--- src/rtl/img_uart_uploader_pkg.sv ---
// Shared definitions for the result-upload path: FSM encoding, UART 8N1 frame
// constants and the default baud divider.
package img_uart_uploader_pkg;

  localparam int unsigned DEF_BAUD_DIV    = 434;
  localparam int unsigned UART_DATA_BITS  = 8;
  localparam int unsigned UART_FRAME_BITS = UART_DATA_BITS + 2;
  localparam logic        UART_START_BIT  = 1'b0;
  localparam logic        UART_STOP_BIT   = 1'b1;

  // START/DATA/STOP are carried out by the serializer while the top sits in XMIT.
  typedef enum logic [2:0] {
    ST_IDLE,
    ST_FETCH,
    ST_WAIT,
    ST_XMIT,
    ST_DONE
  } upl_state_e;

  function automatic int unsigned cnt_width(input int unsigned n);
    return (n > 1) ? $clog2(n) : 1;
  endfunction

endpackage

--- src/rtl/img_uart_uploader_serializer.sv ---
// 8N1 transmitter: baud counter plus a 10-bit frame shift register.
// Accepts a byte on i_load while ready; o_frame_end flags the last stop-bit cycle.
module uart_tx_serializer
  import img_uart_uploader_pkg::*;
#(
  parameter int unsigned BAUD_DIV = DEF_BAUD_DIV
) (
  input  logic                      clk,
  input  logic                      rst,
  input  logic                      i_load,
  input  logic [UART_DATA_BITS-1:0] i_data,
  output logic                      o_tx,
  output logic                      o_ready,
  output logic                      o_frame_end
);

  localparam int unsigned BW   = cnt_width(BAUD_DIV);
  localparam int unsigned NW   = cnt_width(UART_FRAME_BITS);
  localparam logic [BW-1:0] BAUD_MAX = BW'(BAUD_DIV - 1);
  localparam logic [NW-1:0] LAST_BIT = NW'(UART_FRAME_BITS - 1);

  logic [UART_FRAME_BITS-1:0] r_frame;
  logic [BW-1:0]              r_baud;
  logic [NW-1:0]              r_bit;
  logic                       r_active;
  logic                       w_bit_end;

  assign w_bit_end = r_active && (r_baud == BAUD_MAX);

  // NOTE: reset is sampled on the clock edge and all state uses non-blocking
  // assignments, so every flop sees pre-edge values regardless of block order.
  always_ff @(posedge clk) begin
    if (!rst) begin
      r_frame  <= '1;
      r_baud   <= '0;
      r_bit    <= '0;
      r_active <= 1'b0;
    end else if (i_load && !r_active) begin
      r_frame  <= {UART_STOP_BIT, i_data, UART_START_BIT};
      r_baud   <= '0;
      r_bit    <= '0;
      r_active <= 1'b1;
    end else if (r_active) begin
      if (w_bit_end) begin
        // Shift in ones so the line rests high once the stop bit leaves.
        r_baud  <= '0;
        r_frame <= {1'b1, r_frame[UART_FRAME_BITS-1:1]};
        if (r_bit == LAST_BIT) begin
          r_active <= 1'b0;
          r_bit    <= '0;
        end else begin
          r_bit <= r_bit + 1'b1;
        end
      end else begin
        r_baud <= r_baud + 1'b1;
      end
    end
  end

  assign o_tx        = r_frame[0];
  assign o_ready     = !r_active;
  assign o_frame_end = w_bit_end && (r_bit == LAST_BIT);

endmodule

--- src/rtl/img_uart_uploader.sv ---
// Result uploader: on an end_flag rising edge, reads byte_count bytes from the
// output image memory starting at address 0 and sends each one as 8N1 on tx.
module img_uart_uploader
  import img_uart_uploader_pkg::*;
#(
  parameter int unsigned ADDR_WIDTH = 19,
  parameter int unsigned DATA_WIDTH = 8,
  parameter int unsigned BAUD_DIV   = DEF_BAUD_DIV,
  parameter int unsigned MEM_LAT    = 1
) (
  input  logic                  clk,
  input  logic                  rst,
  input  logic                  end_flag,
  input  logic [ADDR_WIDTH-1:0] byte_count,
  output logic [ADDR_WIDTH-1:0] mem_addr,
  output logic                  mem_re,
  input  logic [DATA_WIDTH-1:0] mem_q,
  output logic                  tx,
  output logic                  busy,
  output logic                  led_tx,
  output logic                  done
);

  localparam int unsigned WW = cnt_width(MEM_LAT);
  localparam logic [WW-1:0] WAIT_MAX = WW'(MEM_LAT - 1);

  upl_state_e            r_state, w_next;
  logic                  r_prev;
  logic [ADDR_WIDTH-1:0] r_cnt;
  logic [ADDR_WIDTH-1:0] r_index;
  logic [WW-1:0]         r_wait;

  logic w_trigger, w_wait_last, w_last_byte;
  logic w_load, w_ready, w_frame_end, w_tx;

  assign w_trigger   = end_flag && !r_prev;
  assign w_wait_last = (r_wait == WAIT_MAX);
  assign w_last_byte = (r_index == r_cnt - 1'b1);

  // NOTE: every always_comb output gets a default first so no path infers a latch.
  always_comb begin
    w_next = r_state;
    w_load = 1'b0;
    case (r_state)
      ST_IDLE:  if (w_trigger) w_next = (byte_count == '0) ? ST_DONE : ST_FETCH;
      ST_FETCH: w_next = ST_WAIT;
      ST_WAIT: begin
        if (w_wait_last && w_ready) begin
          w_load = 1'b1;
          w_next = ST_XMIT;
        end
      end
      ST_XMIT:  if (w_frame_end) w_next = w_last_byte ? ST_DONE : ST_FETCH;
      ST_DONE:  w_next = ST_IDLE;
      default:  w_next = ST_IDLE;
    endcase
  end

  always_ff @(posedge clk) begin
    if (!rst) begin
      r_state <= ST_IDLE;
      r_prev  <= end_flag;  // primed so a level already high is not an edge
      r_cnt   <= '0;
      r_index <= '0;
      r_wait  <= '0;
    end else begin
      r_state <= w_next;
      r_prev  <= end_flag;
      if (r_state == ST_IDLE && w_trigger) begin
        r_cnt <= byte_count;
        // A zero-length upload leaves the address untouched.
        if (byte_count != '0) r_index <= '0;
      end
      if (r_state == ST_FETCH) r_wait <= '0;
      else if (r_state == ST_WAIT && !w_wait_last) r_wait <= r_wait + 1'b1;
      if (r_state == ST_XMIT && w_frame_end && !w_last_byte) r_index <= r_index + 1'b1;
    end
  end

  uart_tx_serializer #(
    .BAUD_DIV (BAUD_DIV)
  ) u_ser (
    .clk         (clk),
    .rst         (rst),
    .i_load      (w_load),
    .i_data      (mem_q),
    .o_tx        (w_tx),
    .o_ready     (w_ready),
    .o_frame_end (w_frame_end)
  );

  assign mem_addr = r_index;
  assign mem_re   = (r_state == ST_FETCH);
  assign busy     = (r_state == ST_FETCH) || (r_state == ST_WAIT) || (r_state == ST_XMIT);
  assign led_tx   = busy;
  assign done     = (r_state == ST_DONE);
  assign tx       = w_tx;

endmodule

--- config.mk ---
export PLATFORM = sky130hd
export DESIGN_NAME = img_uart_uploader
export DESIGN_NICKNAME = d
export VERILOG_FILES = /design/src/rtl/img_uart_uploader_pkg.sv /design/src/rtl/img_uart_uploader_serializer.sv /design/src/rtl/img_uart_uploader.sv
export SDC_FILE = /design/constraint.sdc
export NUM_CORES = 1
export LEC_CHECK = 0
export CORE_ASPECT_RATIO = 1.4
export CORE_MARGIN = 10
export CORE_UTILIZATION = 55
export DETAILED_ROUTE_END_ITERATION = 7
export GPL_TIMING_DRIVEN = 0
export HOLD_SLACK_MARGIN = 0.15
export PLACE_DENSITY_LB_ADDON = 0.05
export SLEW_MARGIN = 20
export SYNTH_ARGS = -nofsm -noshare
export SYNTH_HDL_FRONTEND = slang
export SYNTH_SLANG_ARGS = --single-unit
export TNS_END_PERCENT = 30
--- constraint.sdc ---
create_clock -name clk -period 3.33 [get_ports clk]
set_input_delay 0.666 -clock clk [delete_from_list [all_inputs] [get_ports clk]]
set_output_delay 0.666 -clock clk [all_outputs]
set_load 0.005 [all_outputs]
; After elaboration in Yosys (flattened, before gate mapping)
; Index checks and enable logic that the tools add are counted.
[totals]
wordCells = 73
ff_bits = 66
in_bits = 30
[op_classes]
add_sub_neg = 5
bitwise = 2
n_mux = 20
n_eq_ne = 10
reduce_logical = 27
[ops]
columns = operator, count
row1 = $mux W19, 3
row2 = $mux W9, 4
row3 = $add A19 B1 Y19 const B, 1
row4 = $eq A19 B19 Y1, 1
row5 = $logic_not A19 Y1, 1
row6 = $reduce_bool A19 Y1, 1
row7 = $sub A19 B1 Y19 const B, 1
row8 = $mux W3, 5
row9 = $pmux W3 S4, 1
row10 = $add A9 B1 Y9 const B, 1
row11 = $eq A9 B9 Y1 const B, 1
row12 = $logic_and A1 B1 Y1, 9
row13 = $reduce_bool A2 Y1, 4
row14 = $eq A3 B2 Y1 const B, 2
row15 = $mux W1, 6
row16 = $ne A2 B2 Y1 const B, 3
row17 = $reduce_and A2 Y1, 3
row18 = $add A4 B1 Y4 const B, 1
row19 = $eq A4 B4 Y1 const B, 1
row20 = $mux W4, 1
row21 = $reduce_or A2 Y1, 2
row22 = $eq A3 B1 Y1 const B, 1
row23 = $eq A3 B3 Y1 const B, 1
row24 = $logic_not A1 Y1, 3
row25 = 5 further kinds, 7

; Logic depth before layout (Yosys ltp)
[depth]
ltp_word = 7
depth_mapped = 10

; By module
; From an unflattened synthesis, not the netlist that was laid out.
[hier_totals]
cells_unflattened = 476
area_unflattened_um2 = 3847.4
[modules_own_cells]
columns = module, seq_area_each_um2, area_each_um2, cells_per_inst, n_inst
row1 = img_uart_uploader, 860.8, 2742.6, 352, 1
row2 = uart_tx_serializer, 460.4, 1104.8, 124, 1

; Least setup slack after synthesis
; Ideal clock, no wire load.
[synth_timing]
kind = reg2reg
startpoint = reg r_cnt[0]
endpoint = reg r_index[17] (netlist: mem_addr[17])
path_slack_ns = 0.706
stages_incl_launch_ff = 11
period_less_slack_ns = 2.624
arrival_time_ns = 2.544
n_path_buf = 1
t_required_ns = 3.251
cell_sequence = dfxtp_1 inv_1 ha_1 nor3b_2 nand4_1 or4_1 a32oi_2 nand4_4 o31a_4 buf_6 o22ai_1
[synth_between]
elab_chain_cells = 6
elab_cells_between_ends = 8
cone_classes = add/sub (1) / eq/ne (1) / mux (1) / reduce/logical (5)
[synth_lines]
columns = item, line
row1 = start: declaration, img_uart_uploader.sv:29  ; logic [ADDR_WIDTH-1:0] r_cnt;
row2 = start signal: assignment, img_uart_uploader.sv:70  ; r_cnt <= byte_count;
row3 = $sub A19 B1 Y19 *, img_uart_uploader.sv:38  ; assign w_last_byte = (r_index == r_cnt - 1'b1);
row4 = $eq A19 B19 Y1 *, img_uart_uploader.sv:38
row5 = $logic_not A1 Y1 *, img_uart_uploader.sv:76  ; if (r_state == ST_XMIT && w_frame_end && !w_last_byte) r_index <= r_index + 1'b1;
row6 = $logic_and A1 B1 Y1 *, img_uart_uploader.sv:76
row7 = $reduce_bool A2 Y1 (no source line), --
row8 = $reduce_and A2 Y1 (no source line), --
row9 = end signal: assignment, img_uart_uploader.sv:76
row10 = end: declaration, img_uart_uploader.sv:30  ; logic [ADDR_WIDTH-1:0] r_index;
; Mark *: on every way between the ends. The rest lies on a longest branch, timed or not.
; A chain may end at the register's enable or synchronous reset.

; Worst setup path in the final report
; Ends and elaborated chain as after synthesis.

==> results.json <==
{
  "postCtsSetupBuffers": 0,
  "clock_skew_ns": 0.005686,
  "crit_path_max_fanout": 10,
  "post-route-period-util": 0.9171,
  "cts_tree": "done",
  "numCtsBuffers": 9,
  "io_buffers": 53,
  "pin_count": 54,
  "fin_setup_tns_ns": 0,
  "cts.sinks": 66,
  "synth_fp_nets": 500,
  "r2r_cells": 10,
  "hold_path.class": "reg2reg",
  "rsz0062_at_grt": "no",
  "totalWireLength_um": 10200,
  "grt_max_degree": 11,
  "yosys-top-cells-count": "dfxtp_1 (66), nand2_1 (30), nor2_1 (28)",
  "peakVddDrop_mv": 0.3284,
  "yosysTopAreaCell": "dfxtp_1",
  "num-nets-final": 565,
  "ys_top_cells_by_area": "dfxtp_1 (34%), mux2i_1 (6.9%), nor2b_1 (4.0%), xnor2_1 (3.8%), xor2_1 (3.4%)",
  "ff2ff_setup_slack_ns": 0.28,
  "dpl_cell_area_um2": 4567,
  "required_ns": 3.61,
  "die_area_um2": 10950,
  "yosysSeqAreaShare": 0.3373,
  "synth_edf_count": 0,
  "fin_total_pwr_mw": 2.284,
  "status": "complete, no violations",
  "num_vias": 3654,
  "vias_per_cell": 5.791,
  "yosysUniqueCellTypes": 64,
  "final.min_clock_period_ns": 3.054,
  "die_h_um": 119.9,
  "critical_path_class": "reg2reg",
  "ys_warn_count": 0,
  "ys_ff_latch": 66,
  "finalHoldViolCount": 0,
  "worstReg2RegEnd": "mem_addr[17]$_SDFFE_PN0P_",
  "end_kind": "register",
  "r2r_start": "r_cnt[0]$_SDFFE_PN0P_",
  "rows": 36,
  "grt_pass1_wl_um": 17670,
  "cp_slowest_cell": "or4_1",
  "min_delay_worst_endpoint": "r_wait$_SDFFE_PP0P_",
  "yosysTopAreaCellShare": 0.3373,
  "root_buffer": "clkbuf_8",
  "initial_core_util": 0.5648,
  "syn_avg_cell_area_um2": 8.407,
  "hold_slack_ns": 0.4563,
  "pre_cts_ws_ns": 0.2140,
  "dp_cells": 614,
  "drc": 0,
  "slowest_delay_ns": 0.57,
  "syn_to_final_growth_pct": 21.43,
  "arrival_ns": 3.33,
  "register_area_um2": 1321,
  "clock_latency_ns": 0.35,
  "first_pass_iters": 4,
  "worstPathCellList": "inv_1 > ha_1 > nor3b_2 > nand4_1 > or4_1 > a32oi_2 > nand4_4 > o31a_4 > buf_6 > o22ai_1",
  "yosysMostFrequentCell": "dfxtp_1",
  "clock_path_buffers": 2,
  "worst_pin_slew_ns": 0.9420,
  "overflow": 0,
  "antenna_found_initial": 0,
  "cts_resized": 0,
  "ys_async_sr_fraction": 0,
  "wl_per_cell_um": 16.16,
  "syn_area_um2": 3918,
  "setup_viol": 0,
  "worstHoldPathCells": 1,
  "antenna_left": 0,
  "fmax_ghz": 0.3274,
  "fin_cells": 631,
  "cp-start-kind": "register",
  "maxCapViolCount": 0,
  "antenna-diode-count": 0,
  "fin_ws_ns": 0.2759,
  "synthFlopType": "dfxtp_1",
  "routabilityCongestion": 0.8391,
  "fin_area_um2": 4757,
  "post-route-util": 0.6858,
  "drv_slew": 0,
  "die_w_um": 91.33,
  "drive_above_1_share": 0.07276,
  "cts_hold_buffers": 0,
  "multiInputGateArea_um2": 2359,
  "leakage_nw": 1.658,
  "core_um2": 6937,
  "cts.clk_slew.worst_paths_ns": 0.07,
  "syn-instance-count": 466,
  "dp_hpwl_um": 7766,
  "drtIter0Drc": 311,
  "max-slew-margin-rel": 0.3662,
  "htreeDepth": 3,
  "nFillCells": 638,
  "hp-start": "r_wait$_SDFFE_PP0P_",
  "grt_pass1_vias": 3700,
  "pwr_density_cell_nw_per_um2": 480.0,
  "track_usage": 0.1928
}
cell families (layout without fill, tap and decap cells):
family | after synthesis | after routing | synth area share
AND/OR/NAND/NOR | 194 | 194 | 0.2849
XOR/XNOR | 32 | 32 | 0.07154
adder cells (fa/ha/maj) | 4 | 4 | 0.01278
flip-flops | 66 | 66 | 0.3373
multiplexers | 28 | 28 | 0.07186
buffers and inverters | 57 | 127 | 0.06069
AO/OA/AOI/OAI | 85 | 85 | 0.1610
cell usage in the layout (no fill, tap or decap), types with 4 or more instances in the layout:
| cell | instances |
|---|---|
| or2_2 | 4 |
| o21ai_0 | 21 |
| o22ai_1 | 11 |
| clkdlybuf4s50_1 | 53 |
| nor4_1 | 12 |
| a21oi_1 | 6 |
| or3_1 | 4 |
| o221ai_1 | 9 |
| ha_1 | 4 |
| a211oi_1 | 4 |
| nor2_1 | 28 |
| and2_1 | 5 |
| dfxtp_1 | 66 |
| nand2_1 | 30 |
| nor3_1 | 24 |
| or4_1 | 5 |
| xor2_1 | 15 |
| xnor2_1 | 17 |
| nand4_1 | 10 |
| inv_1 | 27 |
| and3_1 | 11 |
| clkbuf_8 | 12 |
| nor3b_1 | 4 |
| nor2b_1 | 25 |
| nand2b_1 | 8 |
| clkbuf_1 | 23 |
| buf_2 | 4 |
| mux2i_1 | 27 |
| nand3_1 | 8 |
worst max path at each step:
stage,from,endpoint,depth (start not counted)
6_report,r_cnt[0]$_SDFFE_PN0P_,mem_addr[17]$_SDFFE_PN0P_,10
5_1_grt,r_cnt[0]$_SDFFE_PN0P_,mem_addr[0]$_SDFFE_PN0P_,10
4_1_cts,r_cnt[0]$_SDFFE_PN0P_,mem_addr[17]$_SDFFE_PN0P_,9
3_5_place_dp,end_flag,r_cnt[17]$_SDFFE_PN0P_,7
3_3_place_gp,end_flag,r_cnt[11]$_SDFFE_PN0P_,7
2_1_floorplan,r_cnt[0]$_SDFFE_PN0P_,mem_addr[17]$_SDFFE_PN0P_,10
critical path, delay by kind of cell, from the launching register on:
family	cells	cell delay (ns)
buf+inv	2	0.26
compound gates	3	0.84
flops	1	0.38
fa+ha+maj	1	0.20
simple gates	4	1.31
flip-flops by register name, summed over array words and instances, names as in the netlist:
| name | flops |
|---|---|
| mem_addr | 19 |
| r_cnt | 19 |
| u_ser.r_baud | 9 |
| u_ser.r_frame | 9 |
| u_ser.r_bit | 4 |
| r_state | 3 |
| r_prev | 1 |
| r_wait | 1 |
| u_ser.r_active | 1 |
routing by layer:
layer  GRT usage  vias to the layer above  routed length, um
met5           0                        -                  0
met4     0.07957                        0                151
met3     0.04866                       13                491
met2      0.3532                       84               5536
met1      0.2042                     1741               4020
li1            -                     1816                  -
final cells by class:
cell class                      instances  area share
Multi-Input combinational cell        343      0.4958
Sequential cell                        66      0.2777
Timing Repair Buffer                   54      0.1131
Clock buffer                           14     0.03630
Buffer                                 30     0.02867
Tap cell                               95     0.02499
Inverter                               27     0.02130
Clock inverter                          2    0.002104
report_power, final:
part           internal (mW)  leakage, nW  switching, mW  total (mW)
clock                  0.329       0.0965          0.297       0.627
combinational          0.335         1.03          0.409       0.744
sequential             0.856        0.536         0.0568       0.913
Note: power is estimated with default switching activity, not from simulation.
